**src/rtl/game_round_pkg.sv**
```systemverilog
// Shared types and helpers for the game round controller.
package game_round_pkg;

   localparam int unsigned PHASE_WIDTH = 2;

   typedef enum logic [PHASE_WIDTH-1:0] {
      IDLE      = 2'd0,
      COUNTDOWN = 2'd1,
      PLAY      = 2'd2,
      END       = 2'd3
   } phase_t;

   // Duration loaded into game_timer when a timed phase is entered; IDLE has no timer.
   function automatic int unsigned phase_ticks(input phase_t p,
                                               input int unsigned countdown_ticks,
                                               input int unsigned round_ticks,
                                               input int unsigned end_ticks);
      int unsigned ticks;
      ticks = 0;
      case (p)
         COUNTDOWN: ticks = countdown_ticks;
         PLAY:      ticks = round_ticks;
         END:       ticks = end_ticks;
         default:   ticks = 0;
      endcase
      return ticks;
   endfunction

endpackage

```
**src/rtl/game_round_controller_if.sv**
```systemverilog
// Load/run handshake between the round controller and game_timer.
interface game_round_controller_if #(
   parameter int unsigned TIMER_WIDTH = 32
);
   logic                   timer_start;
   logic [TIMER_WIDTH-1:0] timer_value;
   logic                   timer_running;

   modport master (output timer_start, output timer_value, input timer_running);
   modport slave  (input timer_start, input timer_value, output timer_running);
endinterface

```
**src/rtl/game_edge_detect.sv**
```systemverilog
// Registered rising-edge detector for a synchronised level input.
module game_edge_detect (
   input  logic clk,
   input  logic reset,
   input  logic level,
   output logic rise_c
);

   logic level_q;

   // Remember the previous level so a held input yields a single edge.
   always_ff @(posedge clk) begin
      if (reset) level_q <= 1'b0;
      else       level_q <= level;
   end

   assign rise_c = level & ~level_q;

endmodule

```
**src/rtl/game_round_controller.sv**
```systemverilog
// Round sequencer upstream of game_timer: IDLE -> COUNTDOWN -> PLAY -> END -> IDLE.
// Optional best-score tracking is enabled by defining GAME_ROUND_BEST_SCORE_EN.
module game_round_controller
   import game_round_pkg::*;
#(
   parameter int unsigned TIMER_WIDTH     = 32,
   parameter int unsigned COUNTDOWN_TICKS = 50_000_000,
   parameter int unsigned ROUND_TICKS     = 500_000_000,
   parameter int unsigned END_TICKS       = 100_000_000,
   parameter int unsigned SCORE_WIDTH     = 8,
   parameter int unsigned WIN_SCORE       = 10
) (
   input  logic                       clk,
   input  logic                       reset,
   input  logic                       launch,
   input  logic                       hit,
   game_round_controller_if.master    tmr,
   output logic [PHASE_WIDTH-1:0]     phase,
   output logic [SCORE_WIDTH-1:0]     score,
   output logic                       round_over,
   output logic                       game_won,
   output logic [SCORE_WIDTH-1:0]     best_score
);

   phase_t                 state, state_d;
   logic                   launch_rise_c, hit_rise_c;
   logic                   start_q, start_d;
   logic [TIMER_WIDTH-1:0] value_q, value_d;
   logic                   armed_q, armed_d;
   logic [SCORE_WIDTH-1:0] score_d, score_inc_c;
   logic                   won_d, round_over_d;
   logic                   expire_c, win_c, enter_timed_c;

   game_edge_detect u_launch_edge (
      .clk    (clk),
      .reset  (reset),
      .level  (launch),
      .rise_c (launch_rise_c)
   );

   game_edge_detect u_hit_edge (
      .clk    (clk),
      .reset  (reset),
      .level  (hit),
      .rise_c (hit_rise_c)
   );

   // Timer has stopped after being seen running; never trusted in the start cycle.
   assign expire_c    = armed_q & ~tmr.timer_running & ~start_q;
   assign score_inc_c = (score == '1) ? score : score + SCORE_WIDTH'(1);
   assign win_c       = (score_inc_c == SCORE_WIDTH'(WIN_SCORE));

   // State and registered outputs.
   always_ff @(posedge clk) begin
      if (reset) begin
         state      <= IDLE;
         start_q    <= 1'b0;
         value_q    <= '0;
         armed_q    <= 1'b0;
         score      <= '0;
         game_won   <= 1'b0;
         round_over <= 1'b0;
      end else begin
         state      <= state_d;
         start_q    <= start_d;
         value_q    <= value_d;
         armed_q    <= armed_d;
         score      <= score_d;
         game_won   <= won_d;
         round_over <= round_over_d;
      end
   end

   // Phase transitions; a winning hit cuts PLAY short even while the timer runs.
   always_comb begin
      state_d = state;
      case (state)
         IDLE:      if (launch_rise_c) state_d = COUNTDOWN;
         COUNTDOWN: if (expire_c) state_d = PLAY;
         PLAY:      if ((hit_rise_c && win_c) || expire_c) state_d = END;
         END:       if (expire_c) state_d = IDLE;
         default:   state_d = IDLE;
      endcase
   end

   // Next values of the registered outputs, derived from the chosen transition.
   always_comb begin
      enter_timed_c = (state_d != state) && (state_d != IDLE);
      start_d       = enter_timed_c;
      value_d       = value_q;
      armed_d       = armed_q;
      score_d       = score;
      won_d         = game_won;
      round_over_d  = (state == PLAY) && (state_d == END);

      if (enter_timed_c)
         value_d = TIMER_WIDTH'(phase_ticks(state_d, COUNTDOWN_TICKS, ROUND_TICKS, END_TICKS));

      if (enter_timed_c)
         armed_d = 1'b0;
      else if (!start_q && tmr.timer_running)
         armed_d = 1'b1;

      if (state == IDLE && launch_rise_c) begin
         score_d = '0;
         won_d   = 1'b0;
      end

      if (state == PLAY && hit_rise_c) begin
         score_d = score_inc_c;
         if (win_c) won_d = 1'b1;
      end
   end

   assign tmr.timer_start = start_q;
   assign tmr.timer_value = value_q;
   assign phase           = state;

`ifdef GAME_ROUND_BEST_SCORE_EN
   logic [SCORE_WIDTH-1:0] best_q, best_d;

   // Fold the final round score (including a winning hit) into the best score.
   always_comb begin
      best_d = best_q;
      if (round_over_d && (score_d > best_q)) best_d = score_d;
   end

   // Best score survives rounds; only reset clears it.
   always_ff @(posedge clk) begin
      if (reset) best_q <= '0;
      else       best_q <= best_d;
   end

   assign best_score = best_q;
`else
   assign best_score = '0;
`endif

endmodule

```
**src/flat_wrapper.sv**
```systemverilog
// flat-port wrapper written by rule: the top's interface ports become plain ports
module game_round_controller_flat import game_round_pkg::*;
#(
   parameter int unsigned TIMER_WIDTH     = 32,
   parameter int unsigned COUNTDOWN_TICKS = 50_000_000,
   parameter int unsigned ROUND_TICKS     = 500_000_000,
   parameter int unsigned END_TICKS       = 100_000_000,
   parameter int unsigned SCORE_WIDTH     = 8,
   parameter int unsigned WIN_SCORE       = 10
)
  (clk, reset, launch, hit, phase, score, round_over, game_won, best_score, tmr_timer_start, tmr_timer_value, tmr_timer_running);
  game_round_controller_if #(.TIMER_WIDTH(TIMER_WIDTH)) tmr_i ();
  input  logic clk;
  input  logic reset;
  input  logic launch;
  input  logic hit;
  output logic [PHASE_WIDTH-1:0] phase;
  output logic [SCORE_WIDTH-1:0] score;
  output logic round_over;
  output logic game_won;
  output logic [SCORE_WIDTH-1:0] best_score;
  output wire logic [$bits(tmr_i.timer_start)-1:0] tmr_timer_start;
  output wire logic [$bits(tmr_i.timer_value)-1:0] tmr_timer_value;
  input wire logic [$bits(tmr_i.timer_running)-1:0] tmr_timer_running;
  assign tmr_timer_start = tmr_i.timer_start;
  assign tmr_timer_value = tmr_i.timer_value;
  assign tmr_i.timer_running = tmr_timer_running;
  game_round_controller #(.TIMER_WIDTH(TIMER_WIDTH), .COUNTDOWN_TICKS(COUNTDOWN_TICKS), .ROUND_TICKS(ROUND_TICKS), .END_TICKS(END_TICKS), .SCORE_WIDTH(SCORE_WIDTH), .WIN_SCORE(WIN_SCORE)) u_core (.clk(clk), .reset(reset), .launch(launch), .hit(hit), .tmr(tmr_i), .phase(phase), .score(score), .round_over(round_over), .game_won(game_won), .best_score(best_score));
endmodule
```
**config.mk**
```make
export PLATFORM = sky130hd
export DESIGN_NAME = game_round_controller_flat
export DESIGN_NICKNAME = d
export VERILOG_FILES = /design/src/rtl/game_round_pkg.sv /design/src/rtl/game_round_controller_if.sv /design/src/rtl/game_edge_detect.sv /design/src/rtl/game_round_controller.sv /design/src/flat_wrapper.sv
export SDC_FILE = /design/constraint.sdc
export NUM_CORES = 1
export LEC_CHECK = 0
export BUFFER_PORTS_ARGS = -buffer_cell sky130_fd_sc_hd__buf_4
export CORE_MARGIN = 3
export CORE_UTILIZATION = 40
export CTS_CLUSTER_DIAMETER = 60
export CTS_CLUSTER_SIZE = 40
export DETAILED_ROUTE_END_ITERATION = 6
export GPL_TIMING_DRIVEN = 1
export PLACE_DENSITY = 0.78
export SLEW_MARGIN = 20
export SYNTH_ARGS = -nofsm -noshare
export SYNTH_HDL_FRONTEND = slang
export SYNTH_SLANG_ARGS = --single-unit
```
**constraint.sdc**
```tcl
create_clock -name clk -period 3.85 [get_ports clk]
set_clock_uncertainty 0.2 [all_clocks]
set_input_delay 0.5775 -clock clk [delete_from_list [all_inputs] [get_ports clk]]
set_output_delay 0.5775 -clock clk [all_outputs]
set_load 0.05 [all_outputs]
```
Word-level counts from Yosys, hierarchy flattened
Index checks and enable logic that the tools add are counted.

Flip-flop bits (word level): 48. Bits of input ports: 5. Output and inout port bits: 53.

Add/subtract/negate cells: 1. Equal/unequal tests: 9. Mux-type cells: 12. Bitwise logic cells: 8. Reduce and logical (&&, ||, !) cells: 12.

Operators with widths (number): $pmux W29 S3 (1); $mux W8 (3); $add A8 B1 Y8 const B (1); $eq A2 B2 Y1 const B (4); $eq A8 B4 Y1 const B (1); $eq A8 B8 Y1 const B (1); $mux W2 (4); $pmux W2 S4 (1); $logic_and A1 B1 Y1 (6); $and A1 B1 Y1 (4); $eq A2 B1 Y1 const B (2); $not A1 Y1 (4); $reduce_bool A2 Y1 (2); $mux W1 (3); $logic_not A2 Y1 (1); $ne A2 B2 Y1 (1); $reduce_or A2 Y1 (1); $logic_not A1 Y1 (1); $logic_or A1 B1 Y1 (1).

Longest topological paths before layout
Gate-level depths: netlist of the first run.

Depth after elaboration: 10. Mapped depth: 13.

Cells and area by module
From an unflattened synthesis of the first run, not the netlist that was laid out.

Cell total of the unflattened synthesis: 167. Area, all modules: 1478.9 sq um.

By module, submodules not included: game_round_controller (instances 1, cells each 161, area each 1383.8 sq um); game_edge_detect (instances 2, cells each 3, area each 47.5 sq um).

Worst setup path before layout of the first run
OpenSTA, ideal clock, no wires.

Path kind: flip-flop to flip-flop. Start point: register u_core.score[2]. End point: register u_core.value_q[19] (netlist: u_core.tmr.timer_value[19]). Library setup time: 0.127 ns. Arrival time: 3.216 ns. Data required time: 3.523 ns. Slack: 0.307 ns. Cell stages (with the launch flop): 11. Clock period less this slack: 3.543 ns. Cells stage by stage: dfxtp_1 > buf_2 > nand3_1 > or4b_4 > a221oi_4 > buf_6 > a31oi_1 > ha_1 > a21oi_1 > o2bb2ai_1 > or3b_1.

Longest elaborated chain between the ends: 9.

RTL lines: start, declared (line game_round_controller.sv:19) `output logic [SCORE_WIDTH-1:0] score,`; start signal, assigned (line game_round_controller.sv:68) `score <= score_d;`; $add A8 B1 Y8 or $eq A8 B8 Y1 (tied branches) (line game_round_controller.sv:50) `assign score_inc_c = (score == '1) ? score : score + SCORE_WIDTH'(1);`; $mux W8 (*) (line game_round_controller.sv:50); $eq A8 B4 Y1 (*) (line game_round_controller.sv:51) `assign win_c = (score_inc_c == SCORE_WIDTH'(WIN_SCORE));`; $logic_and A1 B1 Y1 (*) (line game_round_controller.sv:80) `PLAY: if ((hit_rise_c && win_c) || expire_c) state_d = END;`; $logic_or A1 B1 Y1 (*) (line game_round_controller.sv:80); $mux W2 (*) (line game_round_controller.sv:80); $pmux W2 S4 (*) (line game_round_controller.sv:77) `case (state)`; $eq A2 B2 Y1 (tied with other cells) (line game_round_pkg.sv:20) `case (p)`; $pmux W29 S3 or $logic_and A1 B1 Y1 (tied branches) (line game_round_pkg.sv:20, game_round_controller.sv:88); end signal, assigned (line game_round_controller.sv:66) `value_q <= value_d;`; end, declared (line game_round_controller.sv:28) `logic [TIMER_WIDTH-1:0] value_q, value_d;`.

Every way passes the cells marked *; elsewhere a longest branch is shown, timed or not. A chain may end at the register's enable or synchronous reset.

Worst setup path after layout of the first run
Start point: register u_core.score[0]. End point: register u_core.value_q[19] (netlist: u_core.tmr.timer_value[19]).

Same word-level chain as after synthesis.

==> results by group, run 1 <==
Timing
  – Endpoints failing hold: 0
  – Setup TNS Final: 0 ns
  – Slew HR: 60.2%
  – Slew Viols, Final: 0
  – Crit path time final: 3.30 ns
  – Hold slack: roughly 0.26 ns
  – Fmax: 303 MHz
  – Final setup vio count: 0
  – Worst Max-Slew Pin Slew: about 0.6 ns
  – Period utilization: a little under nine tenths
  – RSZ-0062 raised after global routing: no

Critical path
  – Slowest stage cell, crit path: or4b_4
  – WP data required: ~3.8 ns
  – Crit Path Max Fanout: 8
  – Startpoint Class: flip-flop
  – Critical path data arrival time: between 3 and 4 ns
  – Cell Chain, Critical Path: ha_1 > or4b_4 > a221oi_4 > a31oi_1 > buf_4 > ha_1 > a21oi_1 > o2bb2ai_1 > or3b_1
  – Worst path max stage delay: a little under 0.6 ns
  – Reg2reg path depth: 9
  – CP Class: flip-flop to flip-flop
  – Crit path top cell by count: ha_1
  – FF-to-FF Start: u_core.score[0]
  – Reg2reg end: u_core.tmr.timer_value[19]
  – R2r setup slk: 0.55 ns
  – Crit end category: flip-flop

Clock network
  – Worst-Skew Late Latency: 0.27 ns
  – CTS tree: done
  – CTS Hold Buffers Added: 0
  – Post-CTS resize count: 0
  – Post-CTS Repair Setup Buffers: 0
  – Cts bufs inserted: 3
  – Root Buffer: clkbuf_8
  – Sink count of the clock tree: 22
  – Clock-pin slew on the worst setup and hold paths: ~0.080 ns
  – H-tree lvl count: 1
  – Clock buffer depth: 2

Pwr
  – Peak supply drop: between 150 and 200 uV
  – Pwr per Cell Area: 386 mW/mm^2
  – Lkg Pwr: 0.837 nW

Drt
  – Drt drc: 0
  – Vias: about 1400
  – Detail Route Antenna Nets: 0
  – DRT Pass-1 Iters: 4
  – DRT Wirelength: about 3500 um
  – Wirelength per Cell: ~13 um
  – Via density: 5.30
  – Initial DRC Count: 63

Worst hold path
  – Hold Path Origin: u_core.game_won
  – Hold Crit Class: flip-flop to flip-flop
  – Worst hold path endpoint: u_core.game_won
  – Hold path depth: 2

Finish
  – Commonest non-fill, non-tap cell in the layout: buf_4
  – Share of cells above drive strength 1: 25.2%
  – Antenna Cells: 0
  – Final #Nets: between 200 and 250
  – Layout overhead on the synthesized area: 12.4%
  – Most frequent cells in the layout: buf_4 (44), dfxtp_1 (22), conb_1 (20)

Synth
  – Register area share after synthesis: 26.4%
  – Cells after Synth: about 200
  – Yosys cell types: 47
  – Synth area leaders: dfxtp_1 (26%), buf_4 (16%), ha_1 (5.2%), nand2_1 (3.8%), nor2_1 (3.6%)
  – Cell taking the most area after synthesis: dfxtp_1
  – Post-Syn Area: 0.00167 sq mm
  – Warnings, synthesis: 0
  – Mapped Avg Cell Area: between 8 and 9 sq um
  – Synth Register Bits: 22
  – Share of the synthesized area in the top cell type: 26.4%

Placed design
  – Final RePlAce weighted congestion: 0.886
  – Dpl hpwl: about 2600 um
  – PortBufs: 37

Run status
  – Outcome: completed

Global route
  – GRT Total Usage: between 10% and 20%
  – Vias in the first global route: 1196
  – Initial antenna violation count: 0
  – Grt ovf: 0
  – First-pass GRT wire length: 5810 um
  – Largest net degree at the start of global routing: 16

Floorplan
  – Die ar.: approximately 0.0050 sq mm
  – Rows: 22
  – Vert. Die Dim: 70.6 um
  – Chip width: roughly 70 um
  – I/O pins: 58
  – Core area: 0.00383 sq mm
  – Starting density of the core: approximately 44%

Flow run
  – Maxcap violations: 0
-- cell type report --
class / instances / area, sq um
fillers: 365 / 1950
multi-input cells: 147 / 955
flip-flops and latches: 22 / 440
repair buffers: 44 / 330
well taps: 48 / 60.1
clock buffers: 3 / 41.3
clock inverters: 1 / 30.0
inverters: 5 / 18.8
-- state kept, by name, indices dropped and copies added, names as in the netlist --
name / count
u_core.armed_q: 1
u_core.game_won: 1
u_core.phase: 2
u_core.round_over: 1
u_core.score: 8
u_core.tmr.timer_start: 1
u_core.tmr.timer_value: 6
u_core.u_hit_edge.level_q: 1
u_core.u_launch_edge.level_q: 1
-- cell usage after synthesis (all sizes together) --
library cell,count
o21ai,5
nand3,10
dfxtp,22
a311oi,3
a211oi,1
ha,7
nor2,16
a311o,4
nor3,4
nor4bb,1
nor3b,2
a31oi,5
nor2b,3
o2bb2ai,1
clkbuf,8
nand4,5
a2111oi,1
xor2,1
or3b,2
and4,1
buf,39
o211ai,3
or3,1
nand3b,2
o311ai,3
and3b,1
a21oi,9
mux2i,1
inv,5
or4b,2
conb,1
o21bai,1
a21o,2
a41o,1
and2,3
nand2,17
and3,5
o21a,3
a221oi,1
-- worst max path at each step --
stage                    startpoint                         end  slack [ns]  cells after the start
floorplan           u_core.score[2]  u_core.tmr.timer_value[19]        0.31                     10
global placement    u_core.score[0]  u_core.tmr.timer_value[19]        0.67                      9
detailed placement  u_core.score[0]  u_core.tmr.timer_value[19]        0.61                      9
CTS                 u_core.score[0]  u_core.tmr.timer_value[19]        0.57                      9
global route        u_core.score[0]  u_core.tmr.timer_value[19]        0.33                     10
finish              u_core.score[0]  u_core.tmr.timer_value[19]        0.55                      9
-- through the flow --
step                      setup slack (ns)  std cells  power (mW)  util (%)  instance area [sq um]
after CTS                            0.568        270       0.730      49.0                   1880
after detailed placement             0.608        266       0.509      47.2                   1800
final                                0.552        270       0.724      49.0                   1880
after global placement               0.667        266       0.507      47.2                   1800
after floorplan                      0.307        221       0.486         -                   1740
after global routing                 0.329        270       0.754      49.0                   1880
-- per-layer routing --
layer | GRT usage, % | vias to the layer above | share of wire [%]
met1 | 20.8 | 654 | 46
met2 | 20.7 | 58 | 44
met4 | 6.47 | 0 | 1.9
met3 | 1.70 | 5 | 7.4
li1 | - | 715 | -
met5 | 0 | - | 0
-- power by group --
group / total (mW) / switching, mW / internal [mW]
Sequential: 0.253 / 0.0137 / 0.239
Combinational: 0.251 / 0.187 / 0.0641
Clock: 0.220 / 0.0807 / 0.139
Total: 0.724 / 0.281 / 0.443
-- critical path, delay by kind of cell (launching register included) --
family	cells	cell delay, ns
adders and majority gates	2	0.54
DFF	1	0.38
and+or+nand+nor	2	0.95
AOI/OAI and AO/OA	4	0.94
buffers and inverters	1	0.18
-- cells by family (layout without fill, tap and decap cells) --
group	count (synthesis)	after routing	synth area share (%)
compound gates	43	43	21.7
xor+xnor	1	1	0.525
fa+ha+maj	7	7	5.25
buf+inv	52	53	20.7
flops	22	22	26.4
mux	1	1	0.600
other cells	1	20	0.225
simple gates	75	75	24.7
No activity file was read; power rests on OpenSTA's default activity.
==> inputs of run 2 (changes only) <==
--- a/config.mk
+++ b/config.mk
@@ -12,8 +12,9 @@
 export CTS_CLUSTER_SIZE = 40
 export DETAILED_ROUTE_END_ITERATION = 6
 export GPL_TIMING_DRIVEN = 1
-export PLACE_DENSITY = 0.78
+export PLACE_DENSITY = 0.8
 export SLEW_MARGIN = 20
 export SYNTH_ARGS = -nofsm -noshare
 export SYNTH_HDL_FRONTEND = slang
+export SYNTH_HIERARCHICAL = 1
 export SYNTH_SLANG_ARGS = --single-unit
==> run 2 against run 1 <==
Net effect:
- flip-flop and latch count stayed put
- wire length down 19%
- die area shrank 10%
- fmax grew 4.3%
- sequential share of layout area is 2.9 points higher
- first-iteration DRC count shrank 44%
- final cell count fell by 13%
- via count down 24%
- non-clock buffer count decreased by 7
- critical path depth stayed put
- largest power group unchanged
==> results by group, run 2 <==
Critical path
  – Slowest stage cell, crit path: o21ai_0
  – Crit end category: flip-flop
  – Cell Chain, Critical Path: ha_1 > and3b_2 > o21ai_1 > a2111oi_4 > o21ai_0 > ha_1 > a21oi_1 > a31oi_4 > mux2_4
  – Crit Path Max Fanout: 8
  – CP Class: flip-flop to flip-flop
  – WP data required: around 3.8 ns
  – Critical path data arrival time: ~3.1 ns
  – Worst path max stage delay: 0.51 ns
  – Crit path top cell by count: ha_1
  – Startpoint Class: flip-flop

Clock network
  – Root Buffer: clkbuf_8
  – Worst-Skew Late Latency: around 0.26 ns
  – CTS Hold Buffers Added: 0
  – CTS tree: done
  – Cts bufs inserted: 3
  – Clock-pin slew on the worst setup and hold paths: about 0.08 ns
  – H-tree lvl count: 1
  – Clock buffer depth: 2
  – Post-CTS Repair Setup Buffers: 0
  – Post-CTS resize count: 0
  – Sink count of the clock tree: 22

Finish
  – Top reg by flops: u_core/score
  – Layout overhead on the synthesized area: 12.9%
  – Antenna Cells: 0
  – Commonest non-fill, non-tap cell in the layout: buf_4
  – Most frequent cells in the layout: buf_4 (37), dfxtp_1 (22), conb_1 (20)
  – Max reg flops: 8
  – Final #Nets: approximately 200
  – FILL cells: between 300 and 400
  – Share of cells above drive strength 1: slightly below 30%

Placed design
  – Dpl hpwl: around 2100 um
  – Final RePlAce weighted congestion: just under 0.9
  – PortBufs: 37
  – Dpl ws: ~0.77 ns

Synth
  – Mapped Avg Cell Area: ~9 sq um
  – Register area share after synthesis: about 30%
  – Yosys cell types: 43
  – Synth Area in Simple Gates: 27.2%
  – Adder-Cell Fraction of Synth Area: 5.92%
  – Cells after Synth: about 170
  – Largest family of logic cells by synthesized area: simple AND/OR/NAND/NOR gates
  – Post-Synth XOR/XNOR Area: under 10%
  – Most common cell in the netlist: buf_4
  – Synth Area in Compound Gates: between 10% and 20%
  – Post-Syn Area: about 0.0015 sq mm
  – Cell taking the most area after synthesis: dfxtp_1
  – Warnings, synthesis: 6
  – Top FF cell, synth: dfxtp_1
  – Post-synth EDFFs: 0
  – Share of synthesized flip-flops with an asynchronous set or reset: 0%
  – Mux contribution to synthesized area: between 4 and 5%
  – Share of the synthesized area in the top cell type: a little under 30%
  – Synth top cells by count: buf_4 (34), dfxtp_1 (22), nor2_1 (17)
  – Synth Register Bits: 22
  – Synth area leaders: dfxtp_1 (30%), buf_4 (17%), ha_1 (5.9%), nor2_1 (4.3%), nor2b_4 (3.7%)

Run status
  – Outcome: completed

Timing
  – Final setup vio count: 0
  – Period utilization: a little over 80%
  – Slew Viols, Final: 0
  – Worst Max-Slew Pin Slew: slightly below 0.6 ns
  – RSZ-0062 raised after global routing: no
  – Worst setup margin: roughly 0.7 ns
  – Slew HR: 60.5%
  – Crit path time final: 3.16 ns
  – Fmax: between 300 and 400 MHz
  – Endpoints failing hold: 0
  – Setup TNS Final: 0 ns

Global route
  – First-pass GRT wire length: approximately 4400 um
  – Vias in the first global route: a little over 900
  – GRT Total Usage: approximately 13%
  – Grt ovf: 0
  – Largest net degree at the start of global routing: 23
  – Initial antenna violation count: 0

Drt
  – Initial DRC Count: 35
  – WL met2: 1310 um
  – DRT Pass-1 Iters: 4
  – Via density: about 4.6
  – Wirelength per Cell: between 10 and 15 um
  – DRT Wirelength: approximately 2800 um
  – Vias: 1087
  – DR top layer: met4
  – Met3 WL post-DR: approximately 210 um
  – Wl on met1: 1270 um
  – Detail Route Antenna Nets: 0
  – Drt drc: 0

Floorplan
  – Die ar.: 0.00446 sq mm
  – Vert. Die Dim: 66.8 um
  – Rows: 21
  – Starting density of the core: 43.0%
  – Core area: roughly 0.0034 sq mm
  – Chip width: 66.8 um
  – I/O pins: just under 60

Pwr
  – Peak supply drop: around 140 uV
  – Lkg Pwr: 0.772 nW
  – Pwr per Cell Area: approximately 370 mW/mm^2

Worst hold path
  – Hold Crit Class: flip-flop to flip-flop

Flow run
  – Maxcap violations: 0
[run 2: changes by cell type after synthesis, moves of 4 or more]
cell / change
nand2_1: -9
nand4_1: -4
nand2b_1: +7
nand3_1: -7
a31oi_1: -4
nor2b_4: +4
a311o_1: -4
[run 2: per-layer routing]
| metal | GRT usage, % | up-vias |
|---|---|---|
| met3 | 2.02 | 2 |
| li1 | - | 556 |
| met2 | 20.0 | 42 |
| met1 | 16.7 | 487 |
| met5 | 0 | - |
| met4 | 6.09 | 0 |
[run 2: worst paths after layout]
path | from | endpoint | slack (ns) | cells past startpoint
min reg2reg | u_core/tmr.timer_value[27] | u_core/tmr.timer_value[27] | 0.32 | 2
max | u_core/score[0] | u_core/tmr.timer_value[23] | 0.69 | 9
min | u_core/tmr.timer_value[27] | u_core/tmr.timer_value[27] | 0.32 | 2
max reg2reg | u_core/score[0] | u_core/tmr.timer_value[23] | 0.69 | 9
[run 2: report_power, final]
group / internal [mW] / total (mW) / switching [mW]
Clock: 0.0910 / 0.163 / 0.0721
Combinational: 0.0502 / 0.199 / 0.149
Sequential: 0.237 / 0.248 / 0.0114
Total: 0.378 / 0.610 / 0.232
[run 2: cell type report]
type	count	area [sq um]	area share (%)
Timing Repair Buffer	37	278	16.6
Clock buffer	4	55.1	3.30
Tap cell	46	57.6	3.45
Inverter	5	18.8	1.12
Sequential cell	22	440	26.4
Multi-Input combinational cell	121	820	49.1
[run 2: stage by stage]
step                      util, %  total power, mW  std cells  instance area, sq um  hold slack [ns]
after detailed placement     46.9            0.452        231                  1610            0.315
final                        48.5            0.610        235                  1670            0.317
after CTS                    48.5            0.616        235                  1670            0.329
after global placement       46.9            0.449        231                  1610            0.308
after floorplan                 -            0.440        186                  1550            0.310
after global routing         48.5            0.638        235                  1670            0.339
[run 2: critical path: cells and delay by family (launching register included)]
| family | cells | cell delay, ns |
|---|---|---|
| simple gates | 1 | 0.22 |
| compound gates | 5 | 1.33 |
| mux | 1 | 0.33 |
| fa+ha+maj | 2 | 0.59 |
| flops | 1 | 0.37 |
[run 2: kinds of logic after synthesis]
logic type / after synthesis
simple gates: 66
buf+inv: 43
flops: 22
compound gates: 20
fa+ha+maj: 7
mux: 6
xor+xnor: 2
other cells: 1
==> inputs of run 3 (changes only) <==
--- a/config.mk
+++ b/config.mk
@@ -12,7 +12,7 @@
 export CTS_CLUSTER_SIZE = 40
 export DETAILED_ROUTE_END_ITERATION = 6
 export GPL_TIMING_DRIVEN = 1
-export PLACE_DENSITY = 0.8
+export PLACE_DENSITY = 0.82
 export SLEW_MARGIN = 20
 export SYNTH_ARGS = -nofsm -noshare
 export SYNTH_HDL_FRONTEND = slang
==> constraint.sdc (replaced) <==
create_clock -name clk -period 2.65 [get_ports clk]
set_clock_uncertainty 0.2 [all_clocks]
set_input_delay 0.3975 -clock clk [delete_from_list [all_inputs] [get_ports clk]]
set_output_delay 0.3975 -clock clk [all_outputs]
set_load 0.05 [all_outputs]
==> run 3 against run 2 <==
Net effect:
- wire length rose by 0.28%
- combinational power rose by 50%
- global-route usage rose by 0.25 points
- first-iteration DRC count rose by 49%
- utilization rose by 1.6 points
- critical path depth rose by 1
- sequential share of layout area barely moved
- clock power rose by 31%
- setup slack got worse by 0.53 ns
- hold slack got worse by 0.16 ns
==> results by group, run 3 (synthesis gave the netlist of run 2 again) <==
Pwr
  – Peak supply drop: about 230 uV
  – Lkg Pwr: 0.787 nW
  – Pwr per Cell Area: approximately 500 mW/mm^2
  – Total chip power: around 0.87 mW

Finish
  – Top reg by flops: u_core/score
  – Layout overhead on the synthesized area: 16.5%
  – Antenna Cells: 0
  – Final #Nets: 206
  – Multi-input logic area: between 800 and 900 sq um
  – Core Util, Final: around 50%
  – Commonest non-fill, non-tap cell in the layout: buf_4
  – Most frequent cells in the layout: buf_4 (41), conb_1 (20), nor2_1 (17), dfxtp_1 (17), nand2_1 (8)
  – FILL cells: 330
  – Max reg flops: 8
  – Register area: around 450 sq um
  – Share of cells above drive strength 1: 34.2%
  – Fin cells: between 200 and 250

Drt
  – Initial DRC Count: 52
  – DRT Wirelength: between 2000 and 3000 um
  – Drt drc: 0
  – Via density: 4.68
  – Vias: approximately 1100
  – DRT Pass-1 Iters: 4
  – Wirelength per Cell: approximately 12 um
  – Detail Route Antenna Nets: 0

Timing
  – Final setup vio count: 0
  – Endpoints failing hold: 0
  – Worst setup margin: between 0.15 and 0.2 ns
  – Slew Viols, Final: 0
  – Period utilization: between 90% and 100%
  – Setup TNS Final: 0 ns
  – RSZ-0062 raised after global routing: no
  – Crit path time final: 2.50 ns
  – Fmax: ~400 MHz

Clock network
  – Worst-Skew Late Latency: roughly 0.26 ns
  – Root Buffer: clkbuf_8
  – Cts bufs inserted: 3
  – CTS tree: done
  – Sink count of the clock tree: 22
  – Clock buffer depth: 2
  – H-tree lvl count: 1
  – Post-CTS Repair Setup Buffers: 0
  – CTS Hold Buffers Added: 0
  – Clock-pin slew on the worst setup and hold paths: 0.08 ns
  – Post-CTS resize count: 0

Critical path
  – Largest delay share family, worst path: compound AO/OA/AOI/OAI gates
  – Worst path max stage delay: approximately 0.37 ns
  – Critical path data arrival time: about 2.5 ns
  – Slowest stage cell, crit path: dfxtp_4
  – Crit Path Max Fanout: 7
  – Crit end category: flip-flop
  – Cell Chain, Critical Path: ha_4 > and3b_2 > o21ai_1 > a2111oi_4 > o21ai_2 > ha_1 > inv_1 > a31oi_4 > buf_4 > mux2i_1
  – Startpoint Class: flip-flop
  – CP Buf/Inv Count: 2
  – CP Class: flip-flop to flip-flop
  – WP data required: ~2.6 ns

Global route
  – Vias in the first global route: 984
  – Initial antenna violation count: 0
  – First-pass GRT wire length: 4400 um
  – Largest net degree at the start of global routing: 23
  – Grt ovf: 0
  – GRT Total Usage: ~13%

Floorplan
  – Starting density of the core: a little over two fifths
  – Chip width: about 67 um
  – I/O pins: between 50 and 60
  – Vert. Die Dim: 66.8 um
  – Core area: 0.00344 sq mm
  – Die ar.: about 0.0045 sq mm
  – Rows: 21

Placed design
  – Placed cells: roughly 240
  – Final RePlAce weighted congestion: between 0.7 and 0.8
  – PortBufs: 37
  – Dpl hpwl: ~2100 um
  – Dpl ws: 0.196 ns

Flow run
  – Maxcap violations: 0

Run status
  – Outcome: completed

Worst hold path
  – Hold Crit Class: input pin to flip-flop
-- run 3: cell types whose count changed in the layout (fill, tap and decap cells not counted) --
cell | before | now
a21oi_1 | 6 | 5
a21oi_2 | 0 | 1
buf_4 | 37 | 41
clkbuf_1 | 0 | 1
clkbuf_8 | 4 | 3
dfxtp_1 | 22 | 17
dfxtp_2 | 0 | 2
dfxtp_4 | 0 | 3
ha_1 | 7 | 6
ha_4 | 0 | 1
o21ai_0 | 2 | 1
o21ai_2 | 0 | 1
-- run 3: final timing paths --
path              slack [ns]                        from                         end  depth (start not counted)
hold / removal          0.16                         hit   u_core/u_hit_edge/level_q                          2
setup reg to reg        0.15             u_core/score[0]  u_core/tmr.timer_value[27]                         10
setup / recovery        0.15             u_core/score[0]  u_core/tmr.timer_value[27]                         10
hold reg to reg         0.32  u_core/tmr.timer_value[27]  u_core/tmr.timer_value[27]                          2
-- run 3: power by group --
part | internal [mW] | switching (mW)
logic | 0.0802 | 0.218
registers | 0.341 | 0.0161
clock network | 0.107 | 0.106
-- run 3: cell type report --
type                            instances  share of cell area, %
Multi-Input combinational cell        121                   48.7
Clock buffer                            4                   2.61
Inverter                                5                   1.09
Tap cell                               46                   3.34
Sequential cell                        22                   26.4
Timing Repair Buffer                   41                   17.9
-- run 3: metal layers --
metal	track usage, %	part of all wire (%)	up-vias
met5	0	0	-
met4	6.60	2.3	0
met3	1.69	5.6	6
met2	20.7	46	41
met1	16.9	46	504
li1	-	-	567
-- run 3: worst register-to-register path: stages, from the launching register on --
cell and delay, ns:
dfxtp_4 0.37, ha_4 0.18, and3b_2 0.19, o21ai_1 0.24
a2111oi_4 0.12, o21ai_2 0.19, ha_1 0.23, inv_1 0.08
a31oi_4 0.25, buf_4 0.19, mux2i_1 0.17
-- run 3: metrics by stage --
| step | hold WS (ns) | cell area (sq um) |
|---|---|---|
| 5_1_grt | 0.163 | 1720 |
| 6_report | 0.156 | 1720 |
| 4_1_cts | 0.153 | 1720 |
| 3_5_place_dp | 0.309 | 1680 |
| 3_3_place_gp | 0.295 | 1680 |
| 2_1_floorplan | 0.262 | 1580 |
